$ cat config.mk
export PLATFORM = sky130hd
export DESIGN_NAME = mc_controller
export DESIGN_NICKNAME = d
export VERILOG_FILES = /design/src/rtl/mc_controller.sv
export SDC_FILE = /design/constraint.sdc
export NUM_CORES = 1
export LEC_CHECK = 0
export CAP_MARGIN = 20
export CORE_UTILIZATION = 45
export DETAILED_ROUTE_END_ITERATION = 8
export GPL_TIMING_DRIVEN = 0
export MAX_ROUTING_LAYER = met4
export PLACE_DENSITY_LB_ADDON = 0.12
export SLEW_MARGIN = 20
export SYNTH_ARGS = -nofsm -noshare
export SYNTH_HDL_FRONTEND = slang
export SYNTH_SLANG_ARGS = --single-unit
$ cat constraint.sdc
create_clock -name clk -period 3.7 [get_ports clk]
set_clock_uncertainty 0.05 [all_clocks]
set_input_delay 0.74 -clock clk [delete_from_list [all_inputs] [get_ports clk]]
set_output_delay 0.74 -clock clk [all_outputs]
set_load 0.01 [all_outputs]
$ cat src/rtl/mc_controller.sv
// Multicycle MIPS control unit: op/funct decode plus a Moore FSM that sequences the
// multicycle datapath selects, enables, ALU operation and memory write strobe.
module mc_controller #(
  parameter bit ILLEGAL_TRAP = 1'b0
) (
  input  logic       clk,
  input  logic       reset,
  input  logic [5:0] op,
  input  logic [5:0] funct,
  input  logic       zero,
  output logic       pcen,
  output logic       irwrite,
  output logic       memwrite,
  output logic       regwrite,
  output logic       IorD,
  output logic       memtoreg,
  output logic       regdst,
  output logic       alusrca,
  output logic [1:0] alusrcb,
  output logic [1:0] pcsrc,
  output logic [2:0] alucontrol,
  output logic       illegal,
  output logic [3:0] state
);

  // state  | meaning
  // FETCH  | read instruction at pc, pc <= pc+4, load IR
  // DECODE | read registers, precompute branch target into aluout
  // MEMADR | compute lw/sw effective address
  // MEMRD  | read data memory at aluout
  // MEMWB  | write loaded data to rt
  // MEMWR  | write B to memory at aluout
  // EXEC   | R-type ALU operation
  // ALUWB  | write R-type result to rd
  // BRANCH | compare A,B; take branch when zero
  // ADDIEX | A + signimm
  // ADDIWB | write addi result to rt
  // JUMP   | pc <= jump target
  // HALT   | parked after an illegal instruction (trap build only)
  typedef enum logic [3:0] {
    S_FETCH  = 4'd0,
    S_DECODE = 4'd1,
    S_MEMADR = 4'd2,
    S_MEMRD  = 4'd3,
    S_MEMWB  = 4'd4,
    S_MEMWR  = 4'd5,
    S_EXEC   = 4'd6,
    S_ALUWB  = 4'd7,
    S_BRANCH = 4'd8,
    S_ADDIEX = 4'd9,
    S_ADDIWB = 4'd10,
    S_JUMP   = 4'd11,
    S_HALT   = 4'd12
  } state_t;

  typedef struct packed {
    logic       pcwrite;
    logic       branch;
    logic       irwrite;
    logic       memwrite;
    logic       regwrite;
    logic       iord;
    logic       memtoreg;
    logic       regdst;
    logic       alusrca;
    logic [1:0] alusrcb;
    logic [1:0] pcsrc;
    logic [2:0] alucontrol;
  } ctrl_t;

  localparam logic [5:0] OP_RTYPE = 6'b000000;
  localparam logic [5:0] OP_LW    = 6'b100011;
  localparam logic [5:0] OP_SW    = 6'b101011;
  localparam logic [5:0] OP_BEQ   = 6'b000100;
  localparam logic [5:0] OP_ADDI  = 6'b001000;
  localparam logic [5:0] OP_J     = 6'b000010;

  localparam logic [2:0] ALU_ADD = 3'b010;
  localparam logic [2:0] ALU_SUB = 3'b110;
  localparam logic [2:0] ALU_AND = 3'b000;
  localparam logic [2:0] ALU_OR  = 3'b001;
  localparam logic [2:0] ALU_SLT = 3'b111;

  function automatic logic funct_legal(input logic [5:0] fn);
    case (fn)
      6'b100000, 6'b100010, 6'b100100, 6'b100101, 6'b101010: return 1'b1;
      default: return 1'b0;
    endcase
  endfunction

  function automatic logic [2:0] funct_alu(input logic [5:0] fn);
    case (fn)
      6'b100010: return ALU_SUB;
      6'b100100: return ALU_AND;
      6'b100101: return ALU_OR;
      6'b101010: return ALU_SLT;
      default:   return ALU_ADD;
    endcase
  endfunction

  function automatic logic instr_legal(input logic [5:0] o, input logic [5:0] fn);
    case (o)
      OP_LW, OP_SW, OP_BEQ, OP_ADDI, OP_J: return 1'b1;
      OP_RTYPE: return funct_legal(fn);
      default:  return 1'b0;
    endcase
  endfunction

  function automatic state_t next_state(input state_t st, input logic [5:0] o,
                                        input logic [5:0] fn);
    state_t ns;
    ns = S_FETCH;
    case (st)
      S_FETCH: ns = S_DECODE;
      S_DECODE: begin
        if (!instr_legal(o, fn)) ns = ILLEGAL_TRAP ? S_HALT : S_FETCH;
        else begin
          case (o)
            OP_LW, OP_SW: ns = S_MEMADR;
            OP_RTYPE:     ns = S_EXEC;
            OP_BEQ:       ns = S_BRANCH;
            OP_ADDI:      ns = S_ADDIEX;
            OP_J:         ns = S_JUMP;
            default:      ns = S_FETCH;
          endcase
        end
      end
      S_MEMADR: ns = (o == OP_LW) ? S_MEMRD : S_MEMWR;
      S_MEMRD:  ns = S_MEMWB;
      S_EXEC:   ns = S_ALUWB;
      S_ADDIEX: ns = S_ADDIWB;
      S_HALT:   ns = S_HALT;
      default:  ns = S_FETCH;
    endcase
    return ns;
  endfunction

  // funct only matters in EXEC; the IR is stable for the whole instruction
  function automatic ctrl_t ctrl_for(input state_t st, input logic [5:0] fn);
    ctrl_t c;
    c = '0;
    case (st)
      S_FETCH: begin
        c.alusrcb    = 2'b01;
        c.alucontrol = ALU_ADD;
        c.irwrite    = 1'b1;
        c.pcwrite    = 1'b1;
      end
      S_DECODE: begin
        c.alusrcb    = 2'b11;
        c.alucontrol = ALU_ADD;
      end
      S_MEMADR, S_ADDIEX: begin
        c.alusrca    = 1'b1;
        c.alusrcb    = 2'b10;
        c.alucontrol = ALU_ADD;
      end
      S_MEMRD: c.iord = 1'b1;
      S_MEMWB: begin
        c.memtoreg = 1'b1;
        c.regwrite = 1'b1;
      end
      S_MEMWR: begin
        c.iord     = 1'b1;
        c.memwrite = 1'b1;
      end
      S_EXEC: begin
        c.alusrca    = 1'b1;
        c.alucontrol = funct_alu(fn);
      end
      S_ALUWB: begin
        c.regdst   = 1'b1;
        c.regwrite = 1'b1;
      end
      S_BRANCH: begin
        c.alusrca    = 1'b1;
        c.alucontrol = ALU_SUB;
        c.pcsrc      = 2'b01;
        c.branch     = 1'b1;
      end
      S_ADDIWB: c.regwrite = 1'b1;
      S_JUMP: begin
        c.pcsrc   = 2'b10;
        c.pcwrite = 1'b1;
      end
      default: c = '0;
    endcase
    return c;
  endfunction

  state_t r_state;
  ctrl_t  r_ctrl;
  logic   r_illegal;
  state_t w_next;
  logic   w_illegal_dec;

  assign w_next        = next_state(r_state, op, funct);
  assign w_illegal_dec = (r_state == S_DECODE) && !instr_legal(op, funct);

  // Outputs are registered alongside the state so they are always the decode of r_state
  always_ff @(posedge clk or posedge reset) begin
    if (reset) begin
      r_state   <= S_FETCH;
      r_ctrl    <= ctrl_for(S_FETCH, 6'd0);
      r_illegal <= 1'b0;
    end else begin
      r_state <= w_next;
      r_ctrl  <= ctrl_for(w_next, funct);
      if (w_illegal_dec) r_illegal <= 1'b1;
    end
  end

  assign pcen       = ~reset & (r_ctrl.pcwrite | (r_ctrl.branch & zero));
  assign irwrite    = ~reset & r_ctrl.irwrite;
  assign memwrite   = ~reset & r_ctrl.memwrite;
  assign regwrite   = ~reset & r_ctrl.regwrite;
  assign IorD       = r_ctrl.iord;
  assign memtoreg   = r_ctrl.memtoreg;
  assign regdst     = r_ctrl.regdst;
  assign alusrca    = r_ctrl.alusrca;
  assign alusrcb    = r_ctrl.alusrcb;
  assign pcsrc      = r_ctrl.pcsrc;
  assign alucontrol = r_ctrl.alucontrol;
  assign illegal    = r_illegal;
  assign state      = r_state;

endmodule

---- Word-level counts from Yosys, hierarchy flattened ----
Index checks and enable logic that the tools add are counted.
word-level totals
  logic and storage cells ................. 82
  RAM bits ................................ 0
  output and inout bits ................... 20
  bits in latches ......................... 0
  ROM bits ................................ 0
  flip-flop bits (word level) ............. 21
  memories kept ........................... 0
  bits of input ports ..................... 15
cells by class
  divide/modulo/power cells ............... 0
  add/sub/neg operators ................... 0
  eq/ne operators ......................... 27
  reductions and logical operators ........ 14
  order comparisons ....................... 0
  bitwise logic cells ..................... 7
  shifts and indexed selects .............. 0
  multiplexer cells ....................... 20
  multiply operators ...................... 0
operators with widths
  operator              number
  $eq A6 B6 Y1 const B  7
  $pmux W4 S7           1
  $eq A4 B4 Y1 const B  6
  $eq A4 B3 Y1 const B  5
  $pmux W4 S5           1
  $eq A4 B2 Y1 const B  4
  $pmux W3 S4           1
  $mux W1               11
  $reduce_or A5 Y1      2
  $pmux W3 S3           1
  $eq A4 B1 Y1 const B  2
  $logic_not A4 Y1      2
  $reduce_or A2 Y1      4
  $reduce_or A4 Y1      2
  $eq A6 B2 Y1 const B  1
  $eq A6 B3 Y1 const B  1
  $eq A6 B4 Y1 const B  1
  $logic_not A6 Y1      1
  $pmux W2 S3           1
  $and A1 B1 Y1         5
  $mux W4               1
  $pmux W2 S2           1
  $mux W3               1
  $reduce_or A3 Y1      1
  5 further kinds       5

---- Logic depth before layout (Yosys ltp) ----
  depth after elaboration ................. 10
  mapped depth ............................ 8
  mapped depth without buffers ............ 7

---- Least setup slack after synthesis ----
No wires, ideal clock.
  kind .................................... input to register
  from .................................... in op[3]
  to ...................................... reg r_ctrl (netlist bit alucontrol[2])
  arrival time ............................ 2,359 ps
  stages on the path ...................... 8
  slack ................................... 1,171 ps
  required time ........................... 3,530 ps
  path through ............................ buf_2 > or3_1 > a2111oi_2 > o311a_4 > or3_4 > buf_6 > nor4_4 > a31o_1
on the way
  cells in the longest elaborated chain, start to end .. 9
RTL lines
  what                                        line           RTL
  start: declaration                          8              input logic [5:0] op,
  $eq A6 B6 Y1, or another cell as far along  102, 118, 128
  $reduce_or A5 Y1                            102            case (o)
  $pmux W1 S2                                 -
  $mux W1                                     113            case (st)
  $mux W4                                     116            if (!instr_legal(o, fn)) ns = ILLEGAL_TRAP ? S_HALT : S_FETCH;
  $pmux W4 S7 (*)                             113
  net w_next[2]                               194            state_t w_next;
  $eq A4 B2 Y1, or another cell as far along  142            case (st)
  $reduce_or A4 Y1 (no source line)           -
  $pmux W3 S3 (*)                             142
  end signal: assignment                      204            r_ctrl <= ctrl_for(S_FETCH, 6'd0);
  end signal: assignment                      208            r_ctrl <= ctrl_for(w_next, funct);
  end: declaration                            192            ctrl_t r_ctrl;
Mark *: on every way through the listed nets, which the timed path passes. The rest lies on a longest branch. The select of a mux whose other input is x is not followed.
A chain may end at the register's enable or synchronous reset.

---- Final worst setup path ----
  from .................................... in funct[1]
  to ...................................... reg r_ctrl (netlist bit alucontrol[2])
on the way
  cells in the longest elaborated chain, start to end .. 10
RTL lines
  what                                        line  RTL
  start: declaration                          9     input logic [5:0] funct,
  $eq A6 B6 Y1                                85    case (fn)
  $reduce_or A5 Y1 (*)                        85
  $mux W1 (*)                                 85
  $pmux W1 S2 (*)                             -
  $mux W1 (*)                                 113
  $mux W4 (*)                                 116
  $pmux W4 S7 (*)                             113
  net w_next[2]                               194
  $eq A4 B2 Y1, or another cell as far along  142
  $reduce_or A4 Y1 (no source line)           -
  $pmux W3 S3 (*)                             142
Marked as above.

==> flow_summary.yaml <==
hold_path:
  hp-start: "illegal$_DFFE_PP0P_"
  min_path_type: "reg -> reg"
  min_path_cells: 1
cells_and_area:
  layout.nets: 170
  multi_input_area_sq_um: 534
  fillCellCount: 185
  post_route_cells_drive_above_1_share: 0.182
  area_delta_synth_final_pct: 35.4
  antenna_cells: 0
  regArea_sq_um: 505
cts:
  path_clk_slew_ns: 0.11
  clockRootBuffer: "clkbuf_4"
  numCtsBuffers: 3
  hold_buffers: 0
  htreeDepth: 1
  cts_tree: "built"
  ctsResizeCount: 0
  clk_latency_ns: 0.30
  clock_sinks: 20
  postCtsSetupBuffers: 0
  cts_buffer_depth: 2
global_routing:
  grt_max_degree: 21
  grt_pass1_vias: 887
  antenna_found_initial: 0
  gr-total-overflow: 0
  grt_pass1_wl_mm: 3.63
  gr-usage-all-layers: 0.190
critical_path:
  timing.rr.end: "alusrca$_DFF_PP0_"
  endpoint: "alucontrol[2]$_DFF_PP0_"
  critPathBufInv: 2
  worstSetupStartpointType: "primary input"
  worstPathRequired_ns: 3.90
  cp.depth: 8
  startpoint: "funct[1]"
  path_max_fanout: 7
  reg2reg_from: "state[0]$_DFF_PP0_"
  critical_path_class: "in -> reg"
  slowest_stage: "clkdlybuf4s50_1"
  worstSetupEndpointType: "register"
  rrSetupSlack_ns: 1.44
  reg2reg_depth: 7
  path_delay_family: "simple AND/OR/NAND/NOR gates"
  cp_cell_sequence: "clkdlybuf4s50_1 > mux2i_1 > and3_4 > o311a_4 > or3_4 > buf_6 > nor4_4 > a31o_1"
  max_stage_delay_ns: 0.55
  cp.arrival_ns: 2.94
run_status:
  run_status: "finished, final reports clean"
drt:
  final_antenna_net_count: 0
  drt_iter0_drc: 15
  wl_per_cell_um: 12.2
  vias: 991
  drt-total-wl_mm: 2.22
  dr.pass1.iters: 4
  viasPerCell: 5.45
  remaining_drc_errors: 0
synth:
  synth_cells: 118
  synth_ff_type: "dfrtp_1"
  ys_warn_count: 0
  synthDistinctLibCells: 44
  synth_edf_count: 0
  ys_ff_latch: 20
  synth-async-reset-ratio: 1.00
  netlist_area_sq_mm: 0.00115
  syn-num-nets: 133
  ys_seq_area_frac: 0.439
  avgSynthCellArea_sq_um: 9.76
floorplan:
  initial_core_util: 0.496
  rows: 17
  die_h_um: 52.6
  die-area_sq_mm: 0.00276
  core_area_sq_mm: 0.00232
  ios: 35
  die_w_um: 52.6
placement:
  dpl.hpwl_mm: 1.74
  globalplace.congestion: 0.780
  io_buffers: 32
timing:
  hold_viol_final: 0
  max_freq_mhz: 365
  setup_viol: 0
  fin_tns_setup_ns: 0
  rsz0062_at_grt: "no"
  finalMaxSlewViolations: 0
  relSlewSlack: 0.477
  period_share: 0.740
  min_period_ns: 2.74
  tightest_slew_ns: 0.777
power:
  powerDensity_mw_per_mm2: 525
  finalPower_uw: 818
  ir_worst_vdd_mv: 0.321
  leakagePower_nw: 0.652
flow_run:
  maxCapViolCount: 0
==> stage by stage <==
step | utilization | setup WS, ns | hold slack (ns) | area [sq um] | std cells
2_1_floorplan | - | 1.17 | 0.462 | 1150 | 118
3_3_place_gp | 0.650 | 0.658 | 0.409 | 1510 | 178
3_5_place_dp | 0.650 | 0.638 | 0.409 | 1510 | 178
4_1_cts | 0.672 | 0.956 | 0.430 | 1560 | 182
5_1_grt | 0.672 | 0.906 | 0.458 | 1560 | 182
6_report | 0.672 | 0.963 | 0.430 | 1560 | 182
==> final cells by class <==
class	instances	area share
well taps	28	0.0225
flip-flops and latches	20	0.324
plain buffers	12	0.0522
clock buffers	3	0.0144
repair buffers	32	0.205
multi-input cells	78	0.343
clock inverters	1	0.0193
inverters	8	0.0193
==> Yosys cell counts (3+ instances only) <==
cell type / instances / area, sq um
dfrtp_1: 16 / 400
a21oi_1: 9 / 45.0
nor2_1: 10 / 37.5
dfstp_2: 4 / 105
nand2b_1: 7 / 43.8
xor2_1: 3 / 26.3
nor2b_1: 7 / 43.8
nand2_1: 6 / 22.5
inv_1: 7 / 26.3
buf_4: 7 / 52.6
==> registers in the layout, summed over array words and instances (netlist names) <==
signal and flops:
illegal 1, r_ctrl 4, IorD 1, memtoreg 1, pcsrc 2, alucontrol 3
state 4, alusrca 1, alusrcb 2, regdst 1
==> per-layer routing <==
layer  wire length [um]  vias up  track usage
met5                  0        -            -
met4                 35        0       0.0789
met3                118        5       0.0261
met2               1150       34        0.333
met1                911      471        0.215
li1                   -      481            -
==> cells by family after synthesis <==
logic type,synth area share
AOI/OAI and AO/OA,0.170
muxes,0.0174
and+or+nand+nor,0.254
buffers and inverters,0.0967
xor gates and xnor gates,0.0228
DFF,0.439
==> worst min path at each step <==
stage,endpoint
floorplan,illegal$_DFFE_PP0P_
global placement,illegal$_DFFE_PP0P_
detailed placement,illegal$_DFFE_PP0P_
CTS,illegal$_DFFE_PP0P_
global route,illegal$_DFFE_PP0P_
finish,illegal$_DFFE_PP0P_
==> placed cells by master, fill, tap and decap left out, types with 2 or more instances in the layout <==
master	instances
clkbuf_4	3
o21ai_0	2
buf_4	7
nor4_1	2
nor2b_1	7
a211oi_1	2
nor2_1	10
nand2b_1	7
or3_1	2
mux2i_1	2
o21bai_1	2
nor3_1	2
dfrtp_1	16
inv_1	7
a21oi_1	9
dfstp_2	4
clkdlybuf4s50_1	32
clkbuf_1	2
xor2_1	3
nand2_1	6
==> power by group <==
part / switching [mW] / internal, mW / leakage (nW)
sequential: 0.0212 / 0.279 / 0.255
clock: 0.0692 / 0.110 / 0.0279
combinational: 0.167 / 0.172 / 0.369
total: 0.258 / 0.561 / 0.652
No activity file was read; power rests on OpenSTA's default activity.
